[config.mk]
export PLATFORM = sky130hd
export DESIGN_NAME = sram_axi_bridge
export DESIGN_NICKNAME = d
export VERILOG_FILES = /design/src/rtl/sram_axi_bridge_pkg.sv /design/src/rtl/sram_axi_bridge_arb.sv /design/src/rtl/sram_axi_bridge.sv
export SDC_FILE = /design/constraint.sdc
export NUM_CORES = 1
export LEC_CHECK = 0
export ABC_AREA = 0
export CAP_MARGIN = 10
export CORE_UTILIZATION = 30
export DETAILED_ROUTE_END_ITERATION = 8
export GPL_TIMING_DRIVEN = 1
export HOLD_SLACK_MARGIN = 0.02
export MAX_ROUTING_LAYER = met4
export SYNTH_ARGS = -nofsm -noshare
export SYNTH_HDL_FRONTEND = slang
export SYNTH_SLANG_ARGS = --single-unit
[constraint.sdc]
create_clock -name aclk -period 3.2 [get_ports aclk]
set_clock_uncertainty 0.15 [all_clocks]
set_input_delay 0.32 -clock aclk [delete_from_list [all_inputs] [get_ports aclk]]
set_output_delay 0.32 -clock aclk [all_outputs]
set_load 0.01 [all_outputs]
[src/rtl/sram_axi_bridge_pkg.sv]
// sram_axi_bridge_pkg: write FSM encoding, fixed AXI attribute values and port/ID mapping.
package sram_axi_bridge_pkg;

    typedef enum logic [1:0] {WR_IDLE, WR_SEND, WR_RESP} wr_state_t;

    localparam logic [7:0] AXI_LEN    = 8'd0;
    localparam logic [1:0] BURST_INCR = 2'b01;
    localparam logic [1:0] AXI_LOCK   = 2'b00;
    localparam logic [3:0] AXI_CACHE  = 4'b0000;
    localparam logic [2:0] AXI_PROT   = 3'b000;

    function automatic logic [7:0] port_to_id(input int p);
        return 8'(p);
    endfunction

endpackage

[src/rtl/sram_axi_bridge_arb.sv]
// rr_arbiter: one-hot round-robin arbiter; the pointer moves past the grantee when update is high.
module rr_arbiter #(
    parameter int N = 2
) (
    input  logic         clk,
    input  logic         rst_n,
    input  logic [N-1:0] req,
    input  logic         update,
    output logic [N-1:0] grant
);

    localparam int PW = N > 1 ? $clog2(N) : 1;

    logic [PW-1:0] ptr, ptr_nxt, idx;

    // Scan from lowest priority up so the last hit is the highest-priority requester.
    always_comb begin
        grant   = '0;
        ptr_nxt = ptr;
        idx     = '0;
        for (int i = N - 1; i >= 0; i--) begin
            idx = PW'((int'(ptr) + i) % N);
            if (req[idx]) begin
                grant      = '0;
                grant[idx] = 1'b1;
                ptr_nxt    = (idx == PW'(N - 1)) ? '0 : idx + 1'b1;
            end
        end
    end

    always_ff @(posedge clk or negedge rst_n) begin
        if (!rst_n) ptr <= '0;
        else if (update) ptr <= ptr_nxt;
    end

endmodule

[src/rtl/sram_axi_bridge.sv]
// sram_axi_bridge: arbitrates NPORTS SRAM-like masters onto one AXI3 port using single-beat transfers.
module sram_axi_bridge
    import sram_axi_bridge_pkg::*;
#(
    parameter int NPORTS   = 2,
    parameter int ADDR_W   = 32,
    parameter int DATA_W   = 32,
    parameter int ID_W     = 4,
    parameter int RD_OUTST = 2
) (
    input  logic                       aclk,
    input  logic                       aresetn,
    output logic [ID_W-1:0]            arid,
    output logic [ADDR_W-1:0]          araddr,
    output logic [7:0]                 arlen,
    output logic [2:0]                 arsize,
    output logic [1:0]                 arburst,
    output logic [1:0]                 arlock,
    output logic [3:0]                 arcache,
    output logic [2:0]                 arprot,
    output logic                       arvalid,
    input  logic                       arready,
    input  logic [ID_W-1:0]            rid,
    input  logic [DATA_W-1:0]          rdata,
    input  logic [1:0]                 rresp,
    input  logic                       rlast,
    input  logic                       rvalid,
    output logic                       rready,
    output logic [ID_W-1:0]            awid,
    output logic [ADDR_W-1:0]          awaddr,
    output logic [7:0]                 awlen,
    output logic [2:0]                 awsize,
    output logic [1:0]                 awburst,
    output logic [1:0]                 awlock,
    output logic [3:0]                 awcache,
    output logic [2:0]                 awprot,
    output logic                       awvalid,
    input  logic                       awready,
    output logic [ID_W-1:0]            wid,
    output logic [DATA_W-1:0]          wdata,
    output logic [DATA_W/8-1:0]        wstrb,
    output logic                       wlast,
    output logic                       wvalid,
    input  logic                       wready,
    input  logic [ID_W-1:0]            bid,
    input  logic [1:0]                 bresp,
    input  logic                       bvalid,
    output logic                       bready,
    input  logic [NPORTS-1:0]          sram_req,
    input  logic [NPORTS-1:0]          sram_wr,
    input  logic [2*NPORTS-1:0]        sram_size,
    input  logic [NPORTS*DATA_W/8-1:0] sram_wstrb,
    input  logic [NPORTS*ADDR_W-1:0]   sram_addr,
    input  logic [NPORTS*DATA_W-1:0]   sram_wdata,
    output logic [NPORTS-1:0]          sram_addr_ok,
    output logic [NPORTS-1:0]          sram_data_ok,
    output logic [NPORTS*DATA_W-1:0]   sram_rdata
);

    localparam int SW  = DATA_W / 8;
    localparam int OFS = $clog2(SW);
    localparam int CW  = $clog2(RD_OUTST + 1);
    localparam int PW  = NPORTS > 1 ? $clog2(NPORTS) : 1;

    wr_state_t         wr_state, wr_state_nxt;
    logic [PW-1:0]     wr_owner, gidx;
    logic              aw_done, w_done, wr_busy;
    logic              rd_gnt, wr_gnt;
    logic [NPORTS-1:0] rd_elig, wr_elig, grant, rd_grant, r_hit, rd_ok, wr_ok;
    logic [CW-1:0]     cnt [NPORTS];
    logic              unused;

    assign unused = ^{rresp, rlast, bid, bresp};

    assign arlen   = AXI_LEN;
    assign awlen   = AXI_LEN;
    assign arburst = BURST_INCR;
    assign awburst = BURST_INCR;
    assign arlock  = AXI_LOCK;
    assign awlock  = AXI_LOCK;
    assign arcache = AXI_CACHE;
    assign awcache = AXI_CACHE;
    assign arprot  = AXI_PROT;
    assign awprot  = AXI_PROT;
    assign wlast   = 1'b1;
    assign rready  = aresetn;
    assign wr_busy = wr_state != WR_IDLE;
    assign awid    = ID_W'(port_to_id(int'(wr_owner)));
    assign wid     = awid;

    // Reads wait out their own port's write and any write to the same word; writes wait for reads to drain.
    always_comb begin
        rd_elig = '0;
        wr_elig = '0;
        r_hit   = '0;
        for (int p = 0; p < NPORTS; p++) begin
            rd_elig[p] = aresetn && sram_req[p] && !sram_wr[p] && (!arvalid || arready)
                      && (cnt[p] < CW'(RD_OUTST)) && !(wr_busy && wr_owner == PW'(p))
                      && !(wr_busy && awaddr[ADDR_W-1:OFS] == sram_addr[p*ADDR_W+OFS +: ADDR_W-OFS]);
            wr_elig[p] = aresetn && sram_req[p] && sram_wr[p] && !wr_busy && cnt[p] == '0;
            r_hit[p]   = rvalid && rid == ID_W'(port_to_id(p));
        end
    end

    rr_arbiter #(.N(NPORTS)) u_arb (
        .clk   (aclk),
        .rst_n (aresetn),
        .req   (rd_elig | wr_elig),
        .update(|grant),
        .grant (grant)
    );

    always_comb begin
        gidx = '0;
        for (int p = 0; p < NPORTS; p++) if (grant[p]) gidx = PW'(p);
    end

    assign sram_addr_ok = grant;
    assign sram_data_ok = rd_ok | wr_ok;
    assign rd_grant     = grant & rd_elig;
    assign rd_gnt       = |rd_grant;
    assign wr_gnt       = |(grant & wr_elig);

    always_ff @(posedge aclk or negedge aresetn) begin
        if (!aresetn) begin
            arvalid <= 1'b0;
            arid    <= '0;
            araddr  <= '0;
            arsize  <= '0;
        end else if (rd_gnt) begin
            arvalid <= 1'b1;
            arid    <= ID_W'(port_to_id(int'(gidx)));
            araddr  <= sram_addr[int'(gidx)*ADDR_W +: ADDR_W];
            arsize  <= {1'b0, sram_size[int'(gidx)*2 +: 2]};
        end else if (arready) begin
            arvalid <= 1'b0;
        end
    end

    always_ff @(posedge aclk or negedge aresetn) begin
        if (!aresetn) begin
            rd_ok      <= '0;
            sram_rdata <= '0;
            for (int p = 0; p < NPORTS; p++) cnt[p] <= '0;
        end else begin
            rd_ok <= r_hit;
            for (int p = 0; p < NPORTS; p++) begin
                if (r_hit[p]) sram_rdata[p*DATA_W +: DATA_W] <= rdata;
                if (rd_grant[p] && !(r_hit[p] && cnt[p] != '0)) cnt[p] <= cnt[p] + 1'b1;
                else if (!rd_grant[p] && r_hit[p] && cnt[p] != '0) cnt[p] <= cnt[p] - 1'b1;
            end
        end
    end

    always_comb begin
        wr_state_nxt = wr_state;
        awvalid      = wr_state == WR_SEND && !aw_done;
        wvalid       = wr_state == WR_SEND && !w_done;
        bready       = wr_state == WR_RESP;
        wr_state_nxt = (wr_state == WR_IDLE && wr_gnt) ? WR_SEND :
                       (wr_state == WR_SEND && (aw_done || awready) && (w_done || wready)) ? WR_RESP :
                       (wr_state == WR_RESP && bvalid) ? WR_IDLE : wr_state;
    end

    always_ff @(posedge aclk or negedge aresetn) begin
        if (!aresetn) begin
            wr_state <= WR_IDLE;
            wr_owner <= '0;
            awaddr   <= '0;
            awsize   <= '0;
            wdata    <= '0;
            wstrb    <= '0;
            aw_done  <= 1'b0;
            w_done   <= 1'b0;
            wr_ok    <= '0;
        end else begin
            wr_state <= wr_state_nxt;
            wr_ok    <= '0;
            if (wr_gnt) begin
                wr_owner <= gidx;
                awaddr   <= sram_addr[int'(gidx)*ADDR_W +: ADDR_W];
                awsize   <= {1'b0, sram_size[int'(gidx)*2 +: 2]};
                wdata    <= sram_wdata[int'(gidx)*DATA_W +: DATA_W];
                wstrb    <= sram_wstrb[int'(gidx)*SW +: SW];
                aw_done  <= 1'b0;
                w_done   <= 1'b0;
            end
            if (awvalid && awready) aw_done <= 1'b1;
            if (wvalid && wready) w_done <= 1'b1;
            if (bready && bvalid) begin
                wr_ok[wr_owner] <= 1'b1;
                awaddr          <= '0;
            end
        end
    end

endmodule

==> impl_metrics.toml, run 1 <==
[routing]
via_per_inst = 5.06
dr.pass1.iters = 5
drt-total-wl_mm = 35.8
vias = 9052
drtIter0Drc = 555
drc_errors = 0
wl_per_cell_microns = 20.0
ant_nets = 0

[worst_hold_path]
min_to = "wdata[31]"
min_path_cells = 3
min_from = "sram_wdata[31]"
hold_class = "in2reg"

[power]
power_frac_seq_pct = 34.3
cellPowerDensity_nw_per_um2 = 751
swShare_pct = 35.8
pwr-share-comb_pct = 45.4
p_leak_nw = 6.20
irDropWorstVdd_uv = 432
power_frac_clock_pct = 20.3
p_sw_mw = 3.97
p_int_mw = 7.13

[critical_path]
end_kind = "output port"
crit_path_cell_trace = "xor2_1 -> a211o_1 -> or4_4 -> o31ai_4 -> o21ai_4 -> nor2_4 -> clkdlybuf4s15_1"
r2r_slack_ns = 0.08
reg2reg_from = "awaddr[29]"
cp-startpoint = "awaddr[29]"
cp-start-kind = "flop"
r2r_cells = 10
slowest_stage = "or4_4"
cp.required_ns = 2.73
slowest_delay_ns = 0.56
worst_ep_arrival_time_ns = 2.68
reg2reg_to = "awaddr[2]"
cp_max_fo = 3
path_class = "reg2out"

[die]
start_util_pct = 30.9
die_h_microns = 180
rows = 64
core_region_area_sq_um = 30900
die_w_microns = 180
ios = 426
die_area_sq_um = 32500

[timing]
worst_pin_slew_ns = 0.924
period_share_pct = 98.6
min_period_ns = 3.15
maxSlewViolCount = 0
fin_ws_ns = 0.0461
final.setup.tns_ns = 0
relSlewSlack_pct = 38.4
fmax_mhz = 317
hold_viol_final = 0
setup_viol = 0

[finish]
drive_gt1_share_pct = 15.6
final_common_cell = "clkdlybuf4s50_1"
multiInputGateArea_sq_um = 4510
fillCellCount = 2936
final_cell_mix = "clkdlybuf4s50_1, dfrtp_1, nand3_1, nor2_1"
instances_no_fill = 1789
regArea_sq_um = 4610
finalNetCount = 1573
areaGrowthSynthToFinish_pct = 55.0

[global_route]
grt_pass1_wl_mm = 54.7
grt_max_degree = 72
grt_pass1_vias = 8775
antenna_found_initial = 3
grt_use_total_pct = 22.7
overflow = 0

[cts]
cts_root_buffer = "clkbuf_16"
h-tree-depth = 4
insertion_delay_ns = 0.44
cts_buffer_depth = 2
cts_tree = "built"
clk_pin_slew_ns = 0.07
cts-buffers-inserted = 17
cts_sinks = 184

[placed_design]
post-dp-hpwl_mm = 26.2
place_congestion = 0.880
pre_cts_ws_ns = -0.328
numPortBuffers = 366
dp.cells = 1745

[yosys]
ys_seq_elements = 184
synthArstFlopShare_pct = 100
syn_area_per_cell_sq_um = 9.66
syn_inst = 988
ys_seq_area_share_pct = 48.3
netlist_area_sq_um = 9540
synth-edff-count = 0
yosysWarnings = 0
synth_top_flop_cell = "dfrtp_1"
yosysUniqueCellTypes = 51

[flow_run]
max_cap_viol_count = 0

[run_status]
status = "complete, no violations"
==> metrics by stage <==
stage	utilization, %	instance area (sq um)	hold WS (ns)	total power [mW]
floorplan	-	9720	-0.126	5.88
global placement	45.4	14000	0.324	8.77
detailed placement	45.4	14000	0.342	8.85
CTS	47.6	14700	0.275	11.2
global route	47.8	14800	0.300	11.7
finish	47.8	14800	0.298	11.1
==> cell usage after synthesis, types with 2 or more instances <==
master	count	area [sq um]
a2111oi_0	2	17.5
a21oi_1	4	20.0
a22o_1	2	17.5
a31oi_1	72	450
buf_1	9	33.8
buf_2	6	30.0
buf_4	55	413
clkbuf_1	65	244
conb_1	2	7.51
dfrtp_1	184	4600
inv_1	7	26.3
mux2_2	64	721
mux2i_1	2	20.0
nand2_1	71	267
nand2b_1	3	18.8
nand3_1	104	521
nand4_1	3	18.8
nor2_1	85	319
nor2b_1	4	25.0
nor3_1	3	15.0
nor4_1	12	75.1
nor4b_1	3	26.3
o21a_1	2	15.0
o21ai_0	73	365
o21ai_1	2	10.0
o22ai_1	2	12.5
o2bb2ai_1	2	17.5
o311ai_0	3	26.3
o311ai_1	29	254
or2_2	4	25.0
or4_1	32	240
xnor2_1	4	35.0
xor2_1	55	482
==> logic make-up after synthesis <==
group | synth area share (%)
compound gates | 13.7
xor+xnor | 5.42
buf+inv | 7.83
flops | 48.3
mux | 7.76
other cells | 0.0787
simple gates | 17.0
==> routing by layer <==
metal,GRT usage [%],vias up,part of all wire (%)
li1,-,4245,-
met1,29.1,4375,44
met5,-,-,0
met4,8.72,0,2.7
met2,35.1,384,47
met3,4.51,48,6.4
==> repair_timing <==
action,4_1_cts,5_1_grt
endpoints found under the hold margin,118,0
setup endpoints to repair,12,32
setup buffers,5,3
resized for setup,10,16
pin swaps,7,7
hold buffers,1,0
==> final cells by class <==
class                      instances  area share (%)
sequential                       184            31.2
timing repair buffer             457            30.7
multi-input combinational        710            30.5
tap                              396            3.35
clock buffer                      20            3.02
clock inverter                    12            1.10
inverter                           7           0.178
antenna                            3          0.0508
==> state kept, by name, summed over array words and instances, names as in the netlist, 2 cells and up <==
signal and flops:
wstrb 4, wr_state 2, wr_ok 2, rd_ok 2
wdata 32, araddr 32, cnt 4, awsize 2
sram_rdata 64, arsize 2, awaddr 32
==> worst max-delay path by stage <==
stage	slack, ns	cells past startpoint	endpoint
global placement	-0.28	11	awaddr[13]
finish	0.05	7	sram_addr_ok[1]
global route	-0.0006	12	awaddr[2]
detailed placement	-0.33	11	awaddr[16]
CTS	0.005	9	sram_addr_ok[0]
floorplan	0.20	8	sram_addr_ok[1]
==> critical path, delay by kind of cell (launching register included) <==
kind                      cells  cell delay (ns)
AOI/OAI and AO/OA             3             0.64
xor gates and xnor gates      1             0.18
buffers and inverters         1             0.27
DFF                           1             0.41
and+or+nand+nor               2             0.75
==> power groups by stage <==
stage          Clock [mW]  Combinational (mW)  Sequential, mW
3_3_place_gp            0                4.96            3.81
4_1_cts              2.32                5.06            3.81
2_1_floorplan           0                1.73            4.14
5_1_grt              2.40                5.42            3.93
3_5_place_dp            0                5.01            3.84
6_report             2.25                5.04            3.80
(Power assumes the default switching activity.)
==> run 2: changes to the inputs <==
--- a/config.mk
+++ b/config.mk
@@ -9,9 +9,11 @@
 export CAP_MARGIN = 10
 export CORE_UTILIZATION = 30
 export DETAILED_ROUTE_END_ITERATION = 8
+export GPL_ROUTABILITY_DRIVEN = 0
 export GPL_TIMING_DRIVEN = 1
 export HOLD_SLACK_MARGIN = 0.02
 export MAX_ROUTING_LAYER = met4
 export SYNTH_ARGS = -nofsm -noshare
 export SYNTH_HDL_FRONTEND = slang
+export SYNTH_HIERARCHICAL = 1
 export SYNTH_SLANG_ARGS = --single-unit
==> impl_metrics.toml, run 2 <==
[run_status]
status = "finished with violations"
violations = "setup timing"

[critical_path]
end_kind = "flop"
slowest_stage = "or4_4"
r2r_slack_ns = -0.14
path_class = "reg2reg"
slowest_delay_ns = 0.45
cp.required_ns = 3.37
cp_max_fo = 5
r2r_cells = 16
worst_ep_arrival_time_ns = 3.52
cp-start-kind = "flop"
crit_path_cell_trace = "xor2_1 -> nor4_2 -> buf_4 -> nand4_1 -> or4_4 -> nand2_2 -> nand2_2 -> a21boi_2 -> buf_4 -> nand2_2 -> a41oi_2 -> buf_4 -> a21oi_4 -> buf_12 -> buf_16 -> mux2_4"

[finish]
fin_util_pct = 50.1
largest_reg_flops = 64
areaGrowthSynthToFinish_pct = 62.8
largest-register = "sram_rdata"
drive_gt1_share_pct = 25.2
final_common_cell = "clkdlybuf4s50_1"
finalNetCount = 1392
instances_no_fill = 1597
final_cell_mix = "clkdlybuf4s50_1, dfrtp_1, mux2_2, buf_4, nor2_1"

[yosys]
ys_seq_area_share_pct = 51.6
synth_top_flop_cell = "dfrtp_1"
synth_common_cells = "dfrtp_1, mux2_2, nor2_1, mux2i_1, buf_4"
synth-edff-count = 0
synth_most_common_cell = "dfrtp_1"
synth_largest_area_cell = "dfrtp_1"
syn_area_per_cell_sq_um = 12.0
ys_seq_elements = 184
synth_top_area_share_pct = 51.6
yosysWarnings = 6
netlist_area_sq_um = 8920
syn_inst = 743
synthArstFlopShare_pct = 100
yosysUniqueCellTypes = 44
synth_area_leaders = "dfrtp_1, mux2_2, mux2i_1"

[timing]
maxSlewViolCount = 0
relSlewSlack_pct = 33.2
hold_viol_final = 0
setup_viol = 107
worst_pin_slew_ns = 1.00
fmax_mhz = 299
rsz0062_at_grt = "yes"
fin_ws_ns = -0.145
min_period_ns = 3.34
period_share_pct = 105

[routing]
drt-met1-wl_mm = 12.4
met2WireLength_mm = 14.5
drt-total-wl_mm = 29.5
vias = 7235
drtIter0Drc = 273
drc_errors = 0
via_per_inst = 4.53
wl_per_cell_microns = 18.4
ant_nets = 0
top_layer = "met4"
dr.pass1.iters = 4
met3_length_mm = 2.01

[global_route]
grt_pass1_vias = 7726
overflow = 0
antenna_found_initial = 5
grt_pass1_wl_mm = 44.5
grt_max_degree = 79
grt_use_total_pct = 19.9

[die]
rows = 62
start_util_pct = 30.7
core_region_area_sq_um = 29000
ios = 426
die_area_sq_um = 30400
die_w_microns = 174
die_h_microns = 174

[power]
cellPowerDensity_nw_per_um2 = 720
power_frac_clock_pct = 21.5
irDropWorstVdd_uv = 309
pwr-share-comb_pct = 43.8
p_leak_nw = 6.21
p_int_mw = 6.94
p_sw_mw = 3.51
power_frac_seq_pct = 34.7
swShare_pct = 33.6

[cts]
clk_pin_slew_ns = 0.08
insertion_delay_ns = 0.44
cts_buffer_depth = 2
cts_tree = "built"
cts_root_buffer = "clkbuf_16"
h-tree-depth = 4
cts_sinks = 184
cts-buffers-inserted = 17

[placed_design]
dp.cells = 1537
post-dp-hpwl_mm = 22.0
numPortBuffers = 366

[worst_hold_path]
min_path_cells = 3
hold_class = "in2reg"

[flow_run]
max_cap_viol_count = 0
run 2: changes by cell type in the layout (fill, tap and decap cells not counted), sizes merged, moves of 32 or more:
cell,previous run,this run
mux2i,2,69
a21oi,4,38
a31oi,72,1
or4,33,1
nand3,104,3
o21ai,76,10
mux2,64,134
nand2,71,17
o311ai,32,0
run 2: power by group through the flow:
stage	Combinational [mW]	Clock, mW	Sequential [mW]
after global routing	4.88	2.43	3.75
after CTS	4.58	2.33	3.64
final	4.58	2.25	3.63
after global placement	4.39	0	3.65
after detailed placement	4.42	0	3.67
after floorplan	1.48	0	3.98
run 2: area by class of cell:
class / count / area [sq um]
Clock inverter: 15 / 199
Fill cell: 2630 / 14500
Timing Repair Buffer: 472 / 4700
Tap cell: 384 / 480
Inverter: 9 / 33.8
Clock buffer: 17 / 425
Sequential cell: 184 / 4610
Multi-Input combinational cell: 512 / 4070
Antenna cell: 4 / 10.0
run 2: path summary, 6_finish.rpt:
| path | startpoint | endpoint |
|---|---|---|
| hold / removal | wready | w_done |
| min in group asynchronous | aresetn | cnt[3] |
| hold reg to reg | sram_rdata[62] | sram_rdata[62] |
| setup / recovery | awaddr[29] | araddr[31] |
| setup reg to reg | awaddr[29] | araddr[31] |
| max in group asynchronous | aresetn | sram_rdata[62] |
run 2: worst max-delay path: cells and delay by family (launching register included):
kind | cells | cell delay, ns
flops | 1 | 0.42
buf+inv | 5 | 0.76
compound gates | 3 | 0.38
simple gates | 6 | 1.05
xor+xnor | 1 | 0.16
mux | 1 | 0.29
run 2: per-layer routing:
metal	track usage [%]	vias up
met4	5.70	0
met3	5.05	29
li1	-	3394
met5	-	-
met2	32.9	267
met1	23.9	3545
run 2: cell families after synthesis:
group,Yosys count,synth area share [%]
other cells,2,0.0842
simple gates,139,7.31
xor+xnor,62,6.09
flops,184,51.6
compound gates,58,3.73
buf+inv,95,6.52
mux,203,24.7
run 2: what timing repair did:
item	4_1_cts	5_1_grt
gates resized for setup	39	16
hold endpoints to repair	36	0
setup buffers	21	3
hold buffers	1	0
pin swaps	6	11
cloned	2	2
setup endpoints to repair	110	116
run 2: stage by stage:
step	total power, mW	hold slack [ns]	setup TNS [ns]	setup WS, ns	instance area [sq um]
2_1_floorplan	5.46	-0.126	-0.884	-0.0279	9220
3_3_place_gp	8.04	0.337	-56.83	-0.561	13500
3_5_place_dp	8.09	0.342	-64.42	-0.635	13500
4_1_cts	10.6	0.310	-14.49	-0.175	14400
5_1_grt	11.1	0.342	-24.86	-0.313	14500
6_report	10.5	0.331	-8.08	-0.145	14500
==> run 3: changes to the inputs <==
==> constraint.sdc (replaced) <==
create_clock -name aclk -period 3.1 [get_ports aclk]
set_clock_uncertainty 0.15 [all_clocks]
set_input_delay 0.31 -clock aclk [delete_from_list [all_inputs] [get_ports aclk]]
set_output_delay 0.31 -clock aclk [all_outputs]
set_load 0.1 [all_outputs]
==> impl_metrics.toml, run 3 (synthesis gave the netlist of run 2 again) <==
[run_status]
status = "finished with violations"
violations = "setup timing"

[cts]
cts_tree = "built"
cts_buffer_depth = 2
h-tree-depth = 4
clk_pin_slew_ns = 0.08
cts_root_buffer = "clkbuf_16"
cts-buffers-inserted = 17
insertion_delay_ns = 0.44
cts_sinks = 184

[critical_path]
r2r_cells = 15
worst_ep_arrival_time_ns = 3.63
path_class = "reg2reg"
r2r_slack_ns = -0.35
end_kind = "flop"
reg2reg_to = "araddr[16]"
cp-start-kind = "flop"
cp_max_fo = 5
cp.required_ns = 3.27
reg2reg_from = "awaddr[18]"

[flow_run]
max_cap_viol_count = 0

[routing]
drc_errors = 0
ant_nets = 0
vias = 7337
drtIter0Drc = 274
dr.pass1.iters = 4
via_per_inst = 4.56
wl_per_cell_microns = 19.1
drt-total-wl_mm = 30.7

[timing]
period_share_pct = 111
fmax_mhz = 289
worst_pin_slew_ns = 0.799
relSlewSlack_pct = 46.7
rsz0062_at_grt = "yes"
hold_viol_final = 0
final.setup.tns_ns = -28.10
maxSlewViolCount = 0
fin_ws_ns = -0.355
min_period_ns = 3.45
setup_viol = 113
hold_ws_ns = 0.316

[finish]
final_common_cell = "buf_4"
instances_no_fill = 1609
largest-register = "sram_rdata"
final_cell_area_sq_um = 14900
final_cell_mix = "buf_4, clkdlybuf4s50_1, dfrtp_1, mux2_2, mux2i_1"
largest_reg_flops = 64
areaGrowthSynthToFinish_pct = 67.1
finalNetCount = 1406
drive_gt1_share_pct = 47.6

[placed_design]
post_dp_cell_area_sq_um = 13200
post-dp-hpwl_mm = 21.7
numPortBuffers = 366
dp.cells = 1543

[global_route]
grt_use_total_pct = 20.4
grt_pass1_wl_mm = 45.6
overflow = 0
grt_pass1_vias = 7745
antenna_found_initial = 2
grt_max_degree = 130

[power]
totalPowerFinal_mw = 16.8
p_leak_nw = 6.72
cellPowerDensity_nw_per_um2 = 1130
irDropWorstVdd_uv = 651

[die]
rows = 62
ios = 426
die_w_microns = 174
start_util_pct = 30.7
die_area_sq_um = 30400
core_region_area_sq_um = 29000
die_h_microns = 174

[worst_hold_path]
min_from = "awready"
min_path_cells = 3
min_to = "aw_done"
hold_class = "in2reg"
[run 3: cell type report]
| class | instances | area [sq um] |
|---|---|---|
| antenna | 2 | 5.00 |
| clock buffer | 18 | 429 |
| clock inverter | 14 | 180 |
| fill | 2607 | 14100 |
| inverter | 9 | 33.8 |
| multi-input combinational | 512 | 4460 |
| sequential | 184 | 4690 |
| tap | 384 | 480 |
| timing repair buffer | 486 | 4630 |
[run 3: worst max-delay path by stage]
stage,endpoint,startpoint,slack (ns)
after floorplan,awaddr[10],awaddr[18],-0.83
after global placement,wdata[31],sram_addr[62],-0.64
after detailed placement,wdata[22],sram_addr[62],-0.74
after CTS,awaddr[31],awaddr[17],-0.36
after global routing,araddr[16],awaddr[18],-0.47
final,araddr[16],awaddr[18],-0.35
[run 3: where the power goes]
part	internal, mW	leakage (nW)	switching [mW]
Clock	1.17	0.295	1.12
Sequential	3.26	2.26	0.574
Combinational	2.78	4.16	7.91
[run 3: timing repair]
action / in CTS / in global routing
pin swaps: 11 / 12
endpoints found under the hold margin: 55 / 0
cloned: 10 / 3
endpoints found under the setup margin: 115 / 116
hold buffers: 1 / 0
setup buffers: 17 / 6
gates resized for setup: 55 / 98
[run 3: through the flow]
stage / setup slack, ns / utilization, %
5_1_grt: -0.468 / 51.4
3_5_place_dp: -0.744 / 45.5
4_1_cts: -0.356 / 49.8
3_3_place_gp: -0.642 / 45.5
2_1_floorplan: -0.829 / -
6_report: -0.355 / 51.4
[run 3: worst max-delay path: stages, from the launching register on]
cell and delay (ns):
dfrtp_4 0.51, xor2_2 0.16, nor4_2 0.32, nand4_1 0.14
or4_4 0.59, nand2_4 0.08, nand2_4 0.06, a21boi_4 0.15
buf_4 0.13, buf_6 0.10, nand2_4 0.05, a41oi_4 0.23
a21oi_4 0.10, buf_6 0.15, buf_16 0.13, mux2_4 0.29
[run 3: layer usage]
layer | track usage [%] | part of all wire [%] | vias to the layer above | routed length (microns)
met5 | - | 0 | - | 0
met1 | 24.9 | 42 | 3646 | 12900
met3 | 4.37 | 6.0 | 21 | 1840
li1 | - | - | 3408 | -
met2 | 34.3 | 51 | 262 | 15600
met4 | 4.97 | 1.3 | 0 | 384
